--- src/rtl/cas_pkg.sv ---
// Shared encodings for the cassette byte feeder: FSM states, leader byte, counter width.
package cas_pkg;

    typedef logic [2:0] cas_state_t;

    // IDLE wait motor/data | FETCH latch head | ISSUE start pulse | WAIT_LO ack | WAIT_HI byte end | DONE_EOF drained | LEADER 0x55 byte
    localparam cas_state_t ST_IDLE     = 3'd0;
    localparam cas_state_t ST_FETCH    = 3'd1;
    localparam cas_state_t ST_ISSUE    = 3'd2;
    localparam cas_state_t ST_WAIT_LO  = 3'd3;
    localparam cas_state_t ST_WAIT_HI  = 3'd4;
    localparam cas_state_t ST_DONE_EOF = 3'd5;
    localparam cas_state_t ST_LEADER   = 3'd6;

    localparam logic [7:0] LEADER_BYTE = 8'h55;
    localparam int         CNT_W       = 24;

    function automatic logic is_busy(input cas_state_t s);
        return (s == ST_ISSUE) || (s == ST_WAIT_LO) || (s == ST_WAIT_HI);
    endfunction

endpackage

--- src/rtl/cas_fifo.sv ---
// Synchronous byte FIFO with registered read data and full/empty/overflow flags.
module cas_fifo #(
    parameter int DEPTH_LOG2 = 4
) (
    input  logic       clk_i,
    input  logic       reset_i,
    input  logic       wr_i,
    input  logic [7:0] wdata_i,
    input  logic       pop_i,
    output logic [7:0] rdata_o,
    output logic       full_o,
    output logic       empty_o,
    output logic       ovf_o
);

    localparam int DEPTH = 1 << DEPTH_LOG2;
    localparam logic [DEPTH_LOG2:0] FULL_CNT = {1'b1, {DEPTH_LOG2{1'b0}}};

    logic [7:0]            mem_q [DEPTH];
    logic [DEPTH_LOG2-1:0] wptr_q, rptr_q;
    logic [DEPTH_LOG2:0]   count_q;
    logic [7:0]            rdata_q;
    logic                  wr_ok, pop_ok;

    assign full_o  = (count_q == FULL_CNT);
    assign empty_o = (count_q == '0);
    assign wr_ok   = wr_i && !full_o;
    assign pop_ok  = pop_i && !empty_o;
    assign ovf_o   = wr_i && full_o;
    assign rdata_o = rdata_q;

    always_ff @(posedge clk_i) begin
        if (wr_ok) begin
            mem_q[wptr_q] <= wdata_i;
        end
    end

    always_ff @(posedge clk_i) begin
        if (reset_i) begin
            wptr_q  <= '0;
            rptr_q  <= '0;
            count_q <= '0;
            rdata_q <= '0;
        end else begin
            if (wr_ok) begin
                wptr_q <= wptr_q + 1'b1;
            end
            if (pop_ok) begin
                rdata_q <= mem_q[rptr_q];
                rptr_q  <= rptr_q + 1'b1;
            end
            if (wr_ok && !pop_ok) begin
                count_q <= count_q + 1'b1;
            end else if (!wr_ok && pop_ok) begin
                count_q <= count_q - 1'b1;
            end
        end
    end

endmodule

--- src/rtl/cas_byte_feeder.sv ---
// Feeds buffered .CAS bytes to the FSK generator under motor control, with eof/underrun/overflow status.
// Optional CAS_LEADER_EN inserts LEADER_LEN bytes of 0x55 after each motor start.
module cas_byte_feeder
    import cas_pkg::*;
#(
    parameter int DEPTH_LOG2 = 4,
    parameter int ACK_TO     = 15
`ifdef CAS_LEADER_EN
    ,
    parameter int LEADER_LEN = 128
`endif
) (
    input  logic             clk,
    input  logic             reset,
    input  logic             motor,
    input  logic             wr,
    input  logic [7:0]       wdata,
    input  logic             load_done,
    output logic             wr_ready,
    output logic             gen_start,
    output logic [7:0]       gen_din,
    input  logic             gen_done,
    output logic             playing,
    output logic             eof,
    output logic             underrun,
    output logic             overflow,
    output logic [CNT_W-1:0] byte_count
);

    localparam int TMO_W = (ACK_TO > 1) ? $clog2(ACK_TO) : 1;
    localparam logic [TMO_W-1:0] TMO_LOAD = TMO_W'(ACK_TO - 1);

    cas_state_t       state_q, state_d;
    logic [TMO_W-1:0] tmo_q, tmo_d;
    logic [7:0]       din_q, din_d;
    logic [CNT_W-1:0] cnt_q, cnt_d;
    logic             eof_q, eof_d, und_q, und_d, ovf_q, ovf_d;
    logic             motor_q, motor_rise;
    logic             pop, fifo_full, fifo_empty, fifo_ovf;
    logic [7:0]       fifo_rdata;
`ifdef CAS_LEADER_EN
    localparam int LEAD_W = $clog2(LEADER_LEN + 1);
    logic [LEAD_W-1:0] lead_q, lead_d;
    logic              in_lead_q, in_lead_d;
`endif

    cas_fifo #(.DEPTH_LOG2(DEPTH_LOG2)) u_fifo (
        .clk_i   (clk),
        .reset_i (reset),
        .wr_i    (wr),
        .wdata_i (wdata),
        .pop_i   (pop),
        .rdata_o (fifo_rdata),
        .full_o  (fifo_full),
        .empty_o (fifo_empty),
        .ovf_o   (fifo_ovf)
    );

    assign motor_rise = motor && !motor_q;

    always_comb begin
        state_d = state_q;
        tmo_d   = tmo_q;
        din_d   = din_q;
        cnt_d   = cnt_q;
        eof_d   = eof_q;
        und_d   = und_q;
        ovf_d   = ovf_q | fifo_ovf;
        pop     = 1'b0;
`ifdef CAS_LEADER_EN
        lead_d    = lead_q;
        in_lead_d = in_lead_q;
`endif
        case (state_q)
            ST_IDLE: begin
`ifdef CAS_LEADER_EN
                if (motor_rise && (LEADER_LEN > 0)) begin
                    lead_d  = LEAD_W'(LEADER_LEN);
                    state_d = ST_LEADER;
                end else
`endif
                if (motor) begin
                    if (!fifo_empty) begin
                        pop     = 1'b1;
                        state_d = ST_FETCH;
                    end else if (load_done) begin
                        eof_d   = 1'b1;
                        state_d = ST_DONE_EOF;
                    end else begin
                        und_d = 1'b1;
                    end
                end
            end
            ST_FETCH: begin
                din_d   = fifo_rdata;
                state_d = ST_ISSUE;
            end
`ifdef CAS_LEADER_EN
            ST_LEADER: begin
                din_d     = LEADER_BYTE;
                lead_d    = lead_q - LEAD_W'(1);
                in_lead_d = 1'b1;
                state_d   = ST_ISSUE;
            end
`endif
            ST_ISSUE: begin
                tmo_d   = TMO_LOAD;
                state_d = ST_WAIT_LO;
            end
            ST_WAIT_LO: begin
                // Generator never acknowledged: re-pulse start with the same byte.
                if (!gen_done) begin
                    state_d = ST_WAIT_HI;
                end else if (tmo_q == '0) begin
                    state_d = ST_ISSUE;
                end else begin
                    tmo_d = tmo_q - TMO_W'(1);
                end
            end
            ST_WAIT_HI: begin
                if (gen_done) begin
`ifdef CAS_LEADER_EN
                    if (in_lead_q) begin
                        if (motor && (lead_q != '0)) begin
                            state_d = ST_LEADER;
                        end else begin
                            in_lead_d = 1'b0;
                            state_d   = ST_IDLE;
                        end
                    end else
`endif
                    begin
                        cnt_d   = cnt_q + CNT_W'(1);
                        state_d = ST_IDLE;
                    end
                end
            end
            ST_DONE_EOF: begin
                if (wr && !fifo_full) begin
                    eof_d   = 1'b0;
                    state_d = ST_IDLE;
                end
            end
            default: state_d = ST_IDLE;
        endcase
        if (motor_rise) begin
            und_d = 1'b0;
        end
    end

    always_ff @(posedge clk) begin
        if (reset) begin
            state_q <= ST_IDLE;
            tmo_q   <= '0;
            din_q   <= '0;
            cnt_q   <= '0;
            eof_q   <= 1'b0;
            und_q   <= 1'b0;
            ovf_q   <= 1'b0;
            motor_q <= 1'b0;
`ifdef CAS_LEADER_EN
            lead_q    <= '0;
            in_lead_q <= 1'b0;
`endif
        end else begin
            state_q <= state_d;
            tmo_q   <= tmo_d;
            din_q   <= din_d;
            cnt_q   <= cnt_d;
            eof_q   <= eof_d;
            und_q   <= und_d;
            ovf_q   <= ovf_d;
            motor_q <= motor;
`ifdef CAS_LEADER_EN
            lead_q    <= lead_d;
            in_lead_q <= in_lead_d;
`endif
        end
    end

    assign wr_ready   = !fifo_full;
    assign gen_start  = (state_q == ST_ISSUE);
    assign gen_din    = din_q;
    assign playing    = is_busy(state_q);
    assign eof        = eof_q;
    assign underrun   = und_q;
    assign overflow   = ovf_q;
    assign byte_count = cnt_q;

endmodule

--- config.mk ---
export PLATFORM = sky130hd
export DESIGN_NAME = cas_byte_feeder
export DESIGN_NICKNAME = d
export VERILOG_FILES = /design/src/rtl/cas_pkg.sv /design/src/rtl/cas_fifo.sv /design/src/rtl/cas_byte_feeder.sv
export SDC_FILE = /design/constraint.sdc
export NUM_CORES = 1
export LEC_CHECK = 0
export BUFFER_PORTS_ARGS = -buffer_cell sky130_fd_sc_hd__buf_2
export CORE_ASPECT_RATIO = 1.4
export CORE_MARGIN = 2
export CORE_UTILIZATION = 60
export DETAILED_ROUTE_END_ITERATION = 16
export GPL_TIMING_DRIVEN = 0
export PLACE_DENSITY_LB_ADDON = 0.1
export SETUP_SLACK_MARGIN = 0.5
export SYNTH_ARGS = -nofsm -noshare
export SYNTH_HDL_FRONTEND = slang
export SYNTH_SLANG_ARGS = --single-unit
export TNS_END_PERCENT = 20
--- constraint.sdc ---
create_clock -name clk -period 3.3 [get_ports clk]
set_clock_uncertainty 0.05 [all_clocks]
set_input_delay 0.33 -clock clk [delete_from_list [all_inputs] [get_ports clk]]
set_output_delay 0.33 -clock clk [all_outputs]
set_load 0.02 [all_outputs]
## Word level (Yosys, flattened, before mapping)

Memory sizes are Yosys's and may differ from the RTL's. A register that Yosys moved wholly into a read port is not among the register bits.
Index checks and enable logic that the tools add are counted.
W data, S select, Z words.

- Word-level logic and storage cells: 83
- Memories: 1
- Memory bits (writable): 128
- Register bits: 56
- Output and inout bits: 38

Memory list:

| memory | words | width | rd ports | clocked after memory_dff | write ports | line | text |
|---|---|---|---|---|---|---|---|
| u_fifo.mem_q | 16 | 8 | 1 | 1 | 1 | cas_fifo.sv:19 | `logic [7:0] mem_q [DEPTH];` |

- $add $sub $neg: 6
- Reduce and logical (&&, ||, !) cells: 25
- Muxes and demuxes: 23
- Equality and inequality tests: 15
- Bitwise logic cells: 2

Operators by type and width:

| cell | count |
|---|---|
| $add A24 B1 Y24 const B | 1 |
| $mux W3 | 7 |
| $pmux W3 S6 | 1 |
| $ne A2 B2 Y1 const B | 6 |
| $mux W5 | 2 |
| $reduce_and A5 Y1 | 2 |
| $mux W1 | 9 |
| $add A4 B1 Y4 const B | 2 |
| $mux W4 | 2 |
| $pmux W4 S2 | 1 |
| $eq A3 B2 Y1 const B | 2 |
| $eq A3 B3 Y1 const B | 2 |
| $logic_and A1 B1 Y1 | 6 |
| $ne A3 B3 Y1 const B | 2 |
| $reduce_bool A2 Y1 | 3 |
| $add A5 B1 Y5 const B | 1 |
| $eq A5 B5 Y1 const B | 1 |
| $logic_not A1 Y1 | 5 |
| $logic_not A5 Y1 | 1 |
| $sub A5 B1 Y5 const B | 1 |
| $logic_not A4 Y1 | 1 |
| $reduce_and A4 Y1 | 1 |
| $sub A4 B1 Y4 const B | 1 |
| $eq A3 B1 Y1 const B | 1 |
| 9 further kinds | 10 |

## Logic depth before layout (Yosys ltp)

Gate-level depths: netlist of the first run.

- Depth in word-level cells: 8
- Depth in mapped cells: 12
- Mapped depth without buffers: 11

## Modules after synthesis

From an unflattened synthesis of the first run, not the netlist that was laid out.

- Cell total of the unflattened synthesis: 599
- Area total of the unflattened synthesis: 8160.3 sq um

Modules (own cells, without submodules):

| module | seq. area each (sq um) | area an instance (sq um) | instances | cells each |
|---|---|---|---|---|
| cas_fifo | 4264.1 | 5994.5 | 1 | 357 |
| cas_byte_feeder | 860.8 | 2165.8 | 1 | 242 |

## Worst setup path before layout of the first run

No wires, ideal clock.

- Kind: reg2reg
- From: register state_q[1]
- To: register u_fifo.count_q[4]
- Arrival: 2.725 ns
- Clock period less this slack: 2.896 ns
- Slack: 0.404 ns
- Required time: 3.129 ns
- Setup time: 0.121 ns
- Cell stages (with the launch flop): 12
- Cells stage by stage: dfxtp_1 clkbuf_1 or4b_1 a21oi_2 inv_2 ha_1 inv_1 ha_1 a21o_1 a21oi_1 mux2i_1 mux2_2

- Longest elaborated chain between the ends: 6
- Elaborated cells on any way between the ends: 8
- Classes of those cells: mux (2); reduce/logical (6)

RTL lines:

| what | line | text |
|---|---|---|
| start: declaration | cas_byte_feeder.sv:33 | `cas_state_t state_q, state_d;` |
| start signal: assignment | cas_byte_feeder.sv:166 | `state_q <= state_d;` |
| $logic_not A3 Y1 * | cas_byte_feeder.sv:74 | `case (state_q)` |
| $mux W1 * | cas_byte_feeder.sv:74 |  |
| $logic_and A1 B1 Y1 * | cas_fifo.sv:28 | `assign pop_ok = pop_i && !empty_o;` |
| $logic_not A1 Y1 | cas_fifo.sv:52 | `if (wr_ok && !pop_ok) begin` |
| $logic_and A1 B1 Y1 | cas_fifo.sv:52 |  |
| $mux W5 or $reduce_bool A2 Y1 (tied branches) | n/a |  |
| end signal: assignment | cas_fifo.sv:53 | `count_q <= count_q + 1'b1;` |
| end signal: assignment | cas_fifo.sv:55 | `count_q <= count_q - 1'b1;` |
| end: declaration | cas_fifo.sv:21 | `logic [DEPTH_LOG2:0] count_q;` |

Mark *: on every way between the ends. The rest lies on a longest branch, timed or not.
A chain may end at the register's enable or synchronous reset.

## Worst setup path in the final report of the first run

Same ends and word-level chain as after synthesis.

==> results of run 1 <==
placed cells by master (no fill, tap or decap), types with 6 or more instances in the layout:
cell type,n
clkbuf_1,17
nand2_1,23
a21oi_1,15
xor2_1,24
buf_2,58
o22a_1,7
mux2i_1,71
dfxtp_1,64
edfxtp_1,128
nor4_1,9
o221ai_1,7
nand4_1,12
nand3_1,9
and2_1,7
inv_1,9
nand2b_1,6
ha_1,9
clkbuf_16,17
buf_4,7
nor3_1,15
nor2_1,81
o22ai_1,16
through the flow:
step | setup WS [ns] | hold WS, ns
2_1_floorplan | 0.506 | 0.379
3_3_place_gp | 0.200 | 0.396
3_5_place_dp | 0.149 | 0.408
4_1_cts | 0.483 | 0.0953
5_1_grt | 0.318 | 0.109
6_report | 0.508 | 0.108
how the worst max path moves through the flow:
stage                                      to  slack [ns]  cells past startpoint
6_report       u_fifo.count_q[4]$_SDFFE_PP0P_        0.51                     11
5_1_grt          u_fifo.mem_q[2][7]$_DFFE_PP_        0.32                      6
4_1_cts        u_fifo.count_q[4]$_SDFFE_PP0P_        0.48                     11
3_5_place_dp   u_fifo.count_q[4]$_SDFFE_PP0P_        0.15                     11
3_3_place_gp   u_fifo.count_q[4]$_SDFFE_PP0P_        0.20                     11
2_1_floorplan  u_fifo.count_q[4]$_SDFFE_PP0P_        0.51                     11
power by group through the flow:
stage | clock [mW] | sequential [mW] | combinational, mW
after floorplan | 0 | 2.92 | 0.849
after global placement | 0 | 2.91 | 1.12
after detailed placement | 0 | 2.92 | 1.16
after CTS | 1.96 | 2.87 | 1.26
after global routing | 2.05 | 2.89 | 1.40
final | 1.94 | 2.87 | 1.27
final cells by class:
type,instances,share of cell area
Multi-Input combinational cell,374,0.295
Clock inverter,13,0.0142
Timing Repair Buffer,54,0.0308
Buffer,32,0.0165
Clock buffer,19,0.0481
Inverter,11,0.00514
Sequential cell,192,0.569
Tap cell,153,0.0213
kinds of logic after synthesis:
family | count (synthesis)
AOI/OAI and AO/OA | 72
xor gates and xnor gates | 29
adders and majority gates | 12
buffers and inverters | 43
DFF | 192
muxes | 74
and+or+nand+nor | 187
state kept, by name, summed over array words and instances (netlist names):
signal / cells
eof: 1
state_q: 3
gen_din: 8
u_fifo.wptr_q: 4
u_fifo.rdata_o: 8
u_fifo.count_q: 5
motor_q: 1
byte_count: 24
u_fifo.rptr_q: 4
tmo_q: 4
u_fifo.mem_q: 128
underrun: 1
overflow: 1
layer usage:
layer,GRT usage,vias to the layer above
met5,0,-
li1,-,2400
met1,0.268,2434
met4,0.0946,0
met3,0.0459,41
met2,0.432,179
worst max-delay path, delay by kind of cell (launching register included):
kind	cells	cell delay [ns]
fa+ha+maj	2	0.40
mux	2	0.54
flops	1	0.31
compound gates	3	0.50
buf+inv	3	0.35
simple gates	1	0.52
repair_timing:
action / in CTS / in global routing
hold buffers: 0 / 0
endpoints found under the setup margin: 17 / 17
pin swaps: 1 / 0
gates resized for setup: 10 / 1
buffers inserted: 3 / 0
==> results.cfg, run 1 <==
[status]
status = finished, final reports clean

[worst_hold_path]
hold_start = motor
min_to = motor_q$_SDFF_PP0_
hp-class = in2reg
hold_depth = 2

[route]
vias = 5054
wl_per_cell_um = 18.9
drc = 0
ant_nets = 0
drt_iter0_drc = 258
dr_wl_met2_um = 8640
wl_met1_um = 6110
first_pass_iters = 5
wl_met3_um = 774
via_per_inst = 5.96
top_layer = met4
routed_wl_um = 16100

[clock_tree]
cts_tree = yes
cts.sinks = 192
clk_pin_slew_ns = 0.07
clock_latency_ns = 0.43
htreeDepth = 4
root_buffer = clkbuf_16
cts_made_buffers = 17
clockBufferDepth = 2

[global_route]
overflow = 0
grt_pass1_vias = 4913
grt_pass1_wl_um = 25200
grt_max_degree = 18
grt_use_total = 0.237
antenna_found_initial = 0

[setup_path]
crit_type = reg2reg
r2r_cells = 11
crit_slowest_cell = or4b_4
cp-end-kind = register
slowest_delay_ns = 0.52
worst_ep_required_time_ns = 3.56
arrival_ns = 3.06
critical_path.startpoint = state_q[1]$_SDFFE_PP0P_
timing.rr.end = u_fifo.count_q[4]$_SDFFE_PP0P_
crit_fanout = 10
startpoint_type = register
rrSetupSlack_ns = 0.51
r2r_start = state_q[1]$_SDFFE_PP0P_
crit_chain = clkbuf_4 -> or4b_4 -> a21oi_4 -> inv_4 -> ha_4 -> inv_4 -> ha_4 -> a21o_1 -> a21oi_2 -> mux2i_1 -> mux2_2

[layout]
drive_above_1_share = 0.164
post-route-util = 0.699
fillers = 911
n_antenna_cell = 0
synthToLayoutAreaGrowth_pct = 13.8
final_area_mm2 = 0.00900
multi_input_area_mm2 = 0.00266
fin_nets = 708
stdcell_count = 848
ff_latch_area_mm2 = 0.00512

[synthesis]
yosysWarningCount = 0
synth_adder_area_share = 0.0199
avgSynthCellArea_um2 = 13.0
netlist_top_cells_area = edfxtp_1 49%, dfxtp_1 16%, mux2i_1 9.0%
yosys.area.top_type_share = 0.486
synth_compound_area_frac = 0.0631
ys_types = 54
synth_seq_area_share = 0.647
synth_top_family_by_area = simple AND/OR/NAND/NOR gates
synthCells = 609
synth_top_area_cell = edfxtp_1
ys_top_cells_by_count = 128 x edfxtp_1, 81 x nor2_1, 71 x mux2i_1, 64 x dfxtp_1, 24 x xor2_1
yosys.cell_count.top_type = edfxtp_1
netlist_area_mm2 = 0.00792
syn-num-nets = 635
async_reset_ff_frac = 0
yosys.area_share.simple = 0.117
muxShareOfSynthArea = 0.0969
synth_flop_cell = edfxtp_1
ys_ff_latch = 192
synth_edf_count = 128
synth-xor-area-share = 0.0321

[place]
dp_cells = 813
io_buffers = 51
placed_area_mm2 = 0.00837
place_congestion = 0.881
dp_hpwl_um = 11200

[floorplan]
dieArea_mm2 = 0.0141
fp-row-count = 49
start_util = 0.615
die_width_um = 101
coreArea_mm2 = 0.0129
die_y_um = 140
ios = 52

[job]
cap_violations = 0

[power]
cellPowerDensity_mw_per_mm2 = 675
p_seq_frac = 0.473
swShare = 0.290
total_power_mw = 6.08
power_frac_clock = 0.319
irDropWorstVdd_uv = 370
p_leak_nw = 3.10
p_int_mw = 4.32
combPwrFrac = 0.208
power_switching_mw = 1.76

[timing]
fin_crit_ns = 2.79
rsz0062_at_grt = yes
slew_viol_final = 0
relSlewSlack = 0.256
hold_violations = 0
fin_crit_sh = 0.846
setup_viol = 0
setup-tns-final_ns = 0
worst_pin_slew_ns = 1.11
max_clock_freq_mhz = 358
(Power assumes the default switching activity.)
==> run 2: changes to the inputs <==
==> constraint.sdc (replaced) <==
create_clock -name clk -period 2.8 [get_ports clk]
set_clock_uncertainty 0.05 [all_clocks]
set_input_delay 0.28 -clock clk [delete_from_list [all_inputs] [get_ports clk]]
set_output_delay 0.28 -clock clk [all_outputs]
set_load 0.02 [all_outputs]
==> results.cfg, run 2 (same netlist as run 1, synthesis figures left out) <==
[status]
status = finished, final reports clean

[setup_path]
arrival_ns = 2.92
crit_fanout = 3
slowest_delay_ns = 0.50
crit_chain = buf_8 -> or4b_4 -> a21oi_4 -> inv_4 -> ha_4 -> inv_4 -> ha_4 -> a21o_1 -> a21oi_2 -> mux2i_1 -> mux2_2
crit_type = reg2reg
cp-end-kind = register
worst_ep_required_time_ns = 3.07
crit_slowest_cell = or4b_4
startpoint_type = register

[power]
power_switching_mw = 2.20
power_frac_clock = 0.314
cellPowerDensity_mw_per_mm2 = 800
irDropWorstVdd_uv = 455
p_seq_frac = 0.465
swShare = 0.301
p_int_mw = 5.11
p_leak_nw = 3.16
combPwrFrac = 0.221

[global_route]
grt_use_total = 0.241
grt_max_degree = 20
overflow = 0
grt_pass1_vias = 4931
antenna_found_initial = 0
grt_pass1_wl_um = 25700

[layout]
post-route-util = 0.710
largest_reg_flops = 128
drive_above_1_share = 0.191
synthToLayoutAreaGrowth_pct = 15.5
ff_latch_area_mm2 = 0.00513
final_cell_mix = 128 x edfxtp_1, 79 x nor2_1, 71 x mux2i_1
largest_register = u_fifo.mem_q
fillers = 901
n_antenna_cell = 0
stdcell_count = 856
multi_input_area_mm2 = 0.00270
layout_commonest_cell = edfxtp_1
fin_nets = 716

[timing]
rsz0062_at_grt = yes
slew_viol_final = 0
fin_crit_sh = 0.944
setup_viol = 0
hold_violations = 0
worst_pin_slew_ns = 0.737
fin_crit_ns = 2.64
max_clock_freq_mhz = 378
setup-tns-final_ns = 0
whs_ns = 0.0659
setup_ws_ns = 0.156
relSlewSlack = 0.506

[clock_tree]
clock_latency_ns = 0.43
htreeDepth = 4
root_buffer = clkbuf_16
cts_tree = yes
clk_pin_slew_ns = 0.07
cts_made_buffers = 17
clockBufferDepth = 2
cts.sinks = 192

[floorplan]
die_width_um = 101
dieArea_mm2 = 0.0141
ios = 52
coreArea_mm2 = 0.0129
fp-row-count = 49
die_y_um = 140
start_util = 0.615

[job]
cap_violations = 0

[worst_hold_path]
hp-class = in2reg

[route]
ant_nets = 0
via_per_inst = 6.00
drt_iter0_drc = 279
first_pass_iters = 8
routed_wl_um = 16500
drc = 0
wl_per_cell_um = 19.2
vias = 5139

[place]
place_congestion = 0.865
place_ws_ns = -0.0807
dp_hpwl_um = 11300
dp_cells = 813
io_buffers = 51
==> run 2: layer usage <==
metal	vias up	routed length (um)	global-route usage
met5	-	0	0
met4	0	527	0.105
met3	32	655	0.0434
met2	138	8660	0.424
met1	2549	6610	0.286
li1	2420	-	-
==> run 2: stage by stage <==
stage / cell area (um2) / power, mW
finish: 9140 / 7.31
global route: 9140 / 7.61
CTS: 9070 / 7.25
detailed placement: 8420 / 4.87
global placement: 8420 / 4.82
floorplan: 7970 / 4.50
==> run 2: critical path, delay by kind of cell, from the launching register on <==
kind | cells | cell delay (ns)
AO/OA/AOI/OAI | 3 | 0.48
buffers and inverters | 3 | 0.24
adder cells (fa/ha/maj) | 2 | 0.38
flip-flops | 1 | 0.33
multiplexers | 2 | 0.55
AND/OR/NAND/NOR | 1 | 0.50
==> run 2: cell type report <==
cell class,count,share of cell area
Tap cell,153,0.0209
Sequential cell,192,0.561
Multi-Input combinational cell,374,0.295
Clock inverter,14,0.0159
Inverter,11,0.00506
Clock buffer,18,0.0469
Timing Repair Buffer,62,0.0378
Buffer,32,0.0174
==> run 2: worst paths after layout <==
check | end | depth (start not counted) | startpoint | slack [ns]
worst min-delay path | motor_q$_SDFF_PP0_ | 2 | motor | 0.07
worst min register to register | overflow$_SDFF_PP0_ | 2 | overflow$_SDFF_PP0_ | 0.43
worst max-delay path | u_fifo.count_q[4]$_SDFFE_PP0P_ | 11 | state_q[1]$_SDFFE_PP0P_ | 0.16
worst max register to register | u_fifo.count_q[4]$_SDFFE_PP0P_ | 11 | state_q[1]$_SDFFE_PP0P_ | 0.16
==> run 2: repair_timing <==
action	CTS	global route
setup buffers	7	4
pin swaps	8	4
endpoints found under the setup margin	102	116
hold buffers	0	0
resized for setup	7	11
==> run 2: power by group through the flow <==
stage,logic [mW],clock network [mW],registers [mW]
2_1_floorplan,1.06,0,3.44
3_3_place_gp,1.39,0,3.43
3_5_place_dp,1.42,0,3.45
4_1_cts,1.54,2.32,3.39
5_1_grt,1.75,2.44,3.42
6_report,1.61,2.30,3.40
==> run 3: changes to the inputs <==
--- a/config.mk
+++ b/config.mk
@@ -11,7 +11,7 @@
 export CORE_UTILIZATION = 60
 export DETAILED_ROUTE_END_ITERATION = 16
 export GPL_TIMING_DRIVEN = 0
-export PLACE_DENSITY_LB_ADDON = 0.1
+export PLACE_DENSITY = 0.78
 export SETUP_SLACK_MARGIN = 0.5
 export SYNTH_ARGS = -nofsm -noshare
 export SYNTH_HDL_FRONTEND = slang
==> results.cfg, run 3 (same netlist as run 1, synthesis figures left out) <==
[status]
status = finished, final reports clean

[layout]
largest_reg_flops = 128
stdcell_count = 854
largest_register = u_fifo.mem_q
layout_commonest_cell = edfxtp_1
synthToLayoutAreaGrowth_pct = 15.5
final_area_mm2 = 0.00914
n_antenna_cell = 0
fillers = 871
drive_above_1_share = 0.191
final_cell_mix = 128 x edfxtp_1, 78 x nor2_1, 71 x mux2i_1
fin_nets = 714

[timing]
setup_viol = 0
setup_ws_ns = 0.148
relSlewSlack = 0.442
whs_ns = 0.0643
fin_crit_sh = 0.947
worst_pin_slew_ns = 0.833
slew_viol_final = 0
max_clock_freq_mhz = 377
hold_violations = 0
fin_crit_ns = 2.65
rsz0062_at_grt = yes

[clock_tree]
clockBufferDepth = 2
clk_pin_slew_ns = 0.07
cts_tree = yes
cts_made_buffers = 17
htreeDepth = 4
root_buffer = clkbuf_16
cts-hold-fix-buffers = 0
clock_latency_ns = 0.42
cts.sinks = 192

[floorplan]
fp-row-count = 49
dieArea_mm2 = 0.0141
die_width_um = 101
start_util = 0.615
die_y_um = 140
coreArea_mm2 = 0.0129
ios = 52

[place]
io_buffers = 51
place_congestion = 0.901
place_ws_ns = -0.0863
dp_cells = 813
placed_area_mm2 = 0.00842
dp_hpwl_um = 11200

[route]
via_per_inst = 6.00
drc = 0
first_pass_iters = 5
drt_iter0_drc = 318
vias = 5127
routed_wl_um = 16300
wl_per_cell_um = 19.1
ant_nets = 0

[setup_path]
r2r_start = state_q[1]$_SDFFE_PP0P_
crit_slowest_cell = or4b_4
startpoint_type = register
arrival_ns = 2.92
worst_ep_required_time_ns = 3.07
crit_type = reg2reg
timing.rr.end = u_fifo.count_q[4]$_SDFFE_PP0P_
crit_chain = buf_8 -> or4b_4 -> a21oi_4 -> inv_4 -> ha_4 -> inv_4 -> ha_4 -> a21o_1 -> a21oi_2 -> mux2i_1 -> mux2_2
cp-end-kind = register
rrSetupSlack_ns = 0.15
crit_fanout = 4
slowest_delay_ns = 0.50
r2r_cells = 11

[worst_hold_path]
min_to = motor_q$_SDFF_PP0_
hold_depth = 2
hold_start = motor
hp-class = in2reg

[global_route]
grt_max_degree = 20
antenna_found_initial = 0
grt_use_total = 0.241
grt_pass1_wl_um = 25800
overflow = 0
grt_pass1_vias = 5217

[power]
irDropWorstVdd_uv = 524
total_power_mw = 7.34
p_leak_nw = 3.16
cellPowerDensity_mw_per_mm2 = 803

[job]
cap_violations = 0
## run 3: metrics by stage
stage / util / setup TNS [ns]
global route: 0.710 / 0
CTS: 0.705 / 0
finish: 0.710 / 0
detailed placement: 0.654 / -0.0863
floorplan: - / 0
global placement: 0.654 / -0.0746
## run 3: worst max path at each step
stage / from / to / slack [ns]
detailed placement: u_fifo.count_q[3]$_SDFFE_PP0P_ / u_fifo.count_q[4]$_SDFFE_PP0P_ / -0.09
finish: state_q[1]$_SDFFE_PP0P_ / u_fifo.count_q[4]$_SDFFE_PP0P_ / 0.15
global placement: u_fifo.count_q[3]$_SDFFE_PP0P_ / u_fifo.count_q[4]$_SDFFE_PP0P_ / -0.07
floorplan: state_q[1]$_SDFFE_PP0P_ / u_fifo.count_q[4]$_SDFFE_PP0P_ / 0.17
CTS: state_q[1]$_SDFFE_PP0P_ / u_fifo.count_q[4]$_SDFFE_PP0P_ / 0.11
global route: state_q[1]$_SDFFE_PP0P_ / u_fifo.count_q[4]$_SDFFE_PP0P_ / 0.1
## run 3: power breakdown
group	leakage (nW)	switching (mW)	total (mW)	internal (mW)
logic	1.19	0.926	1.60	0.669
registers	1.68	0.159	3.39	3.24
clock network	0.294	1.11	2.35	1.24
total	3.16	2.19	7.34	5.15
## run 3: area by class of cell
type / count / area [um2] / area share
Sequential cell: 192 / 5130 / 0.561
Multi-Input combinational cell: 374 / 2700 / 0.295
Clock buffer: 18 / 450 / 0.0493
Timing Repair Buffer: 60 / 327 / 0.0357
Tap cell: 153 / 191 / 0.0209
Buffer: 32 / 159 / 0.0174
Clock inverter: 14 / 141 / 0.0155
Inverter: 11 / 46.3 / 0.00506
## run 3: layer usage
layer | vias to the layer above | GRT usage | wire length, um
met1 | 2485 | 0.272 | 6010
met3 | 43 | 0.0459 | 816
met4 | 0 | 0.122 | 616
met2 | 188 | 0.428 | 8900
li1 | 2411 | - | -
met5 | - | 0 | 0
## run 3: worst max-delay path, delay by kind of cell (launching register included)
| family | cells | cell delay [ns] |
|---|---|---|
| multiplexers | 2 | 0.55 |
| AND/OR/NAND/NOR | 1 | 0.50 |
| AO/OA/AOI/OAI | 3 | 0.49 |
| adder cells (fa/ha/maj) | 2 | 0.38 |
| flip-flops | 1 | 0.33 |
| buffers and inverters | 3 | 0.24 |
## run 3: repair_timing
action                     CTS  global route
setup endpoints to repair  111           129
pin swaps                    5             6
resized for setup            7            10
buffers inserted             6             3
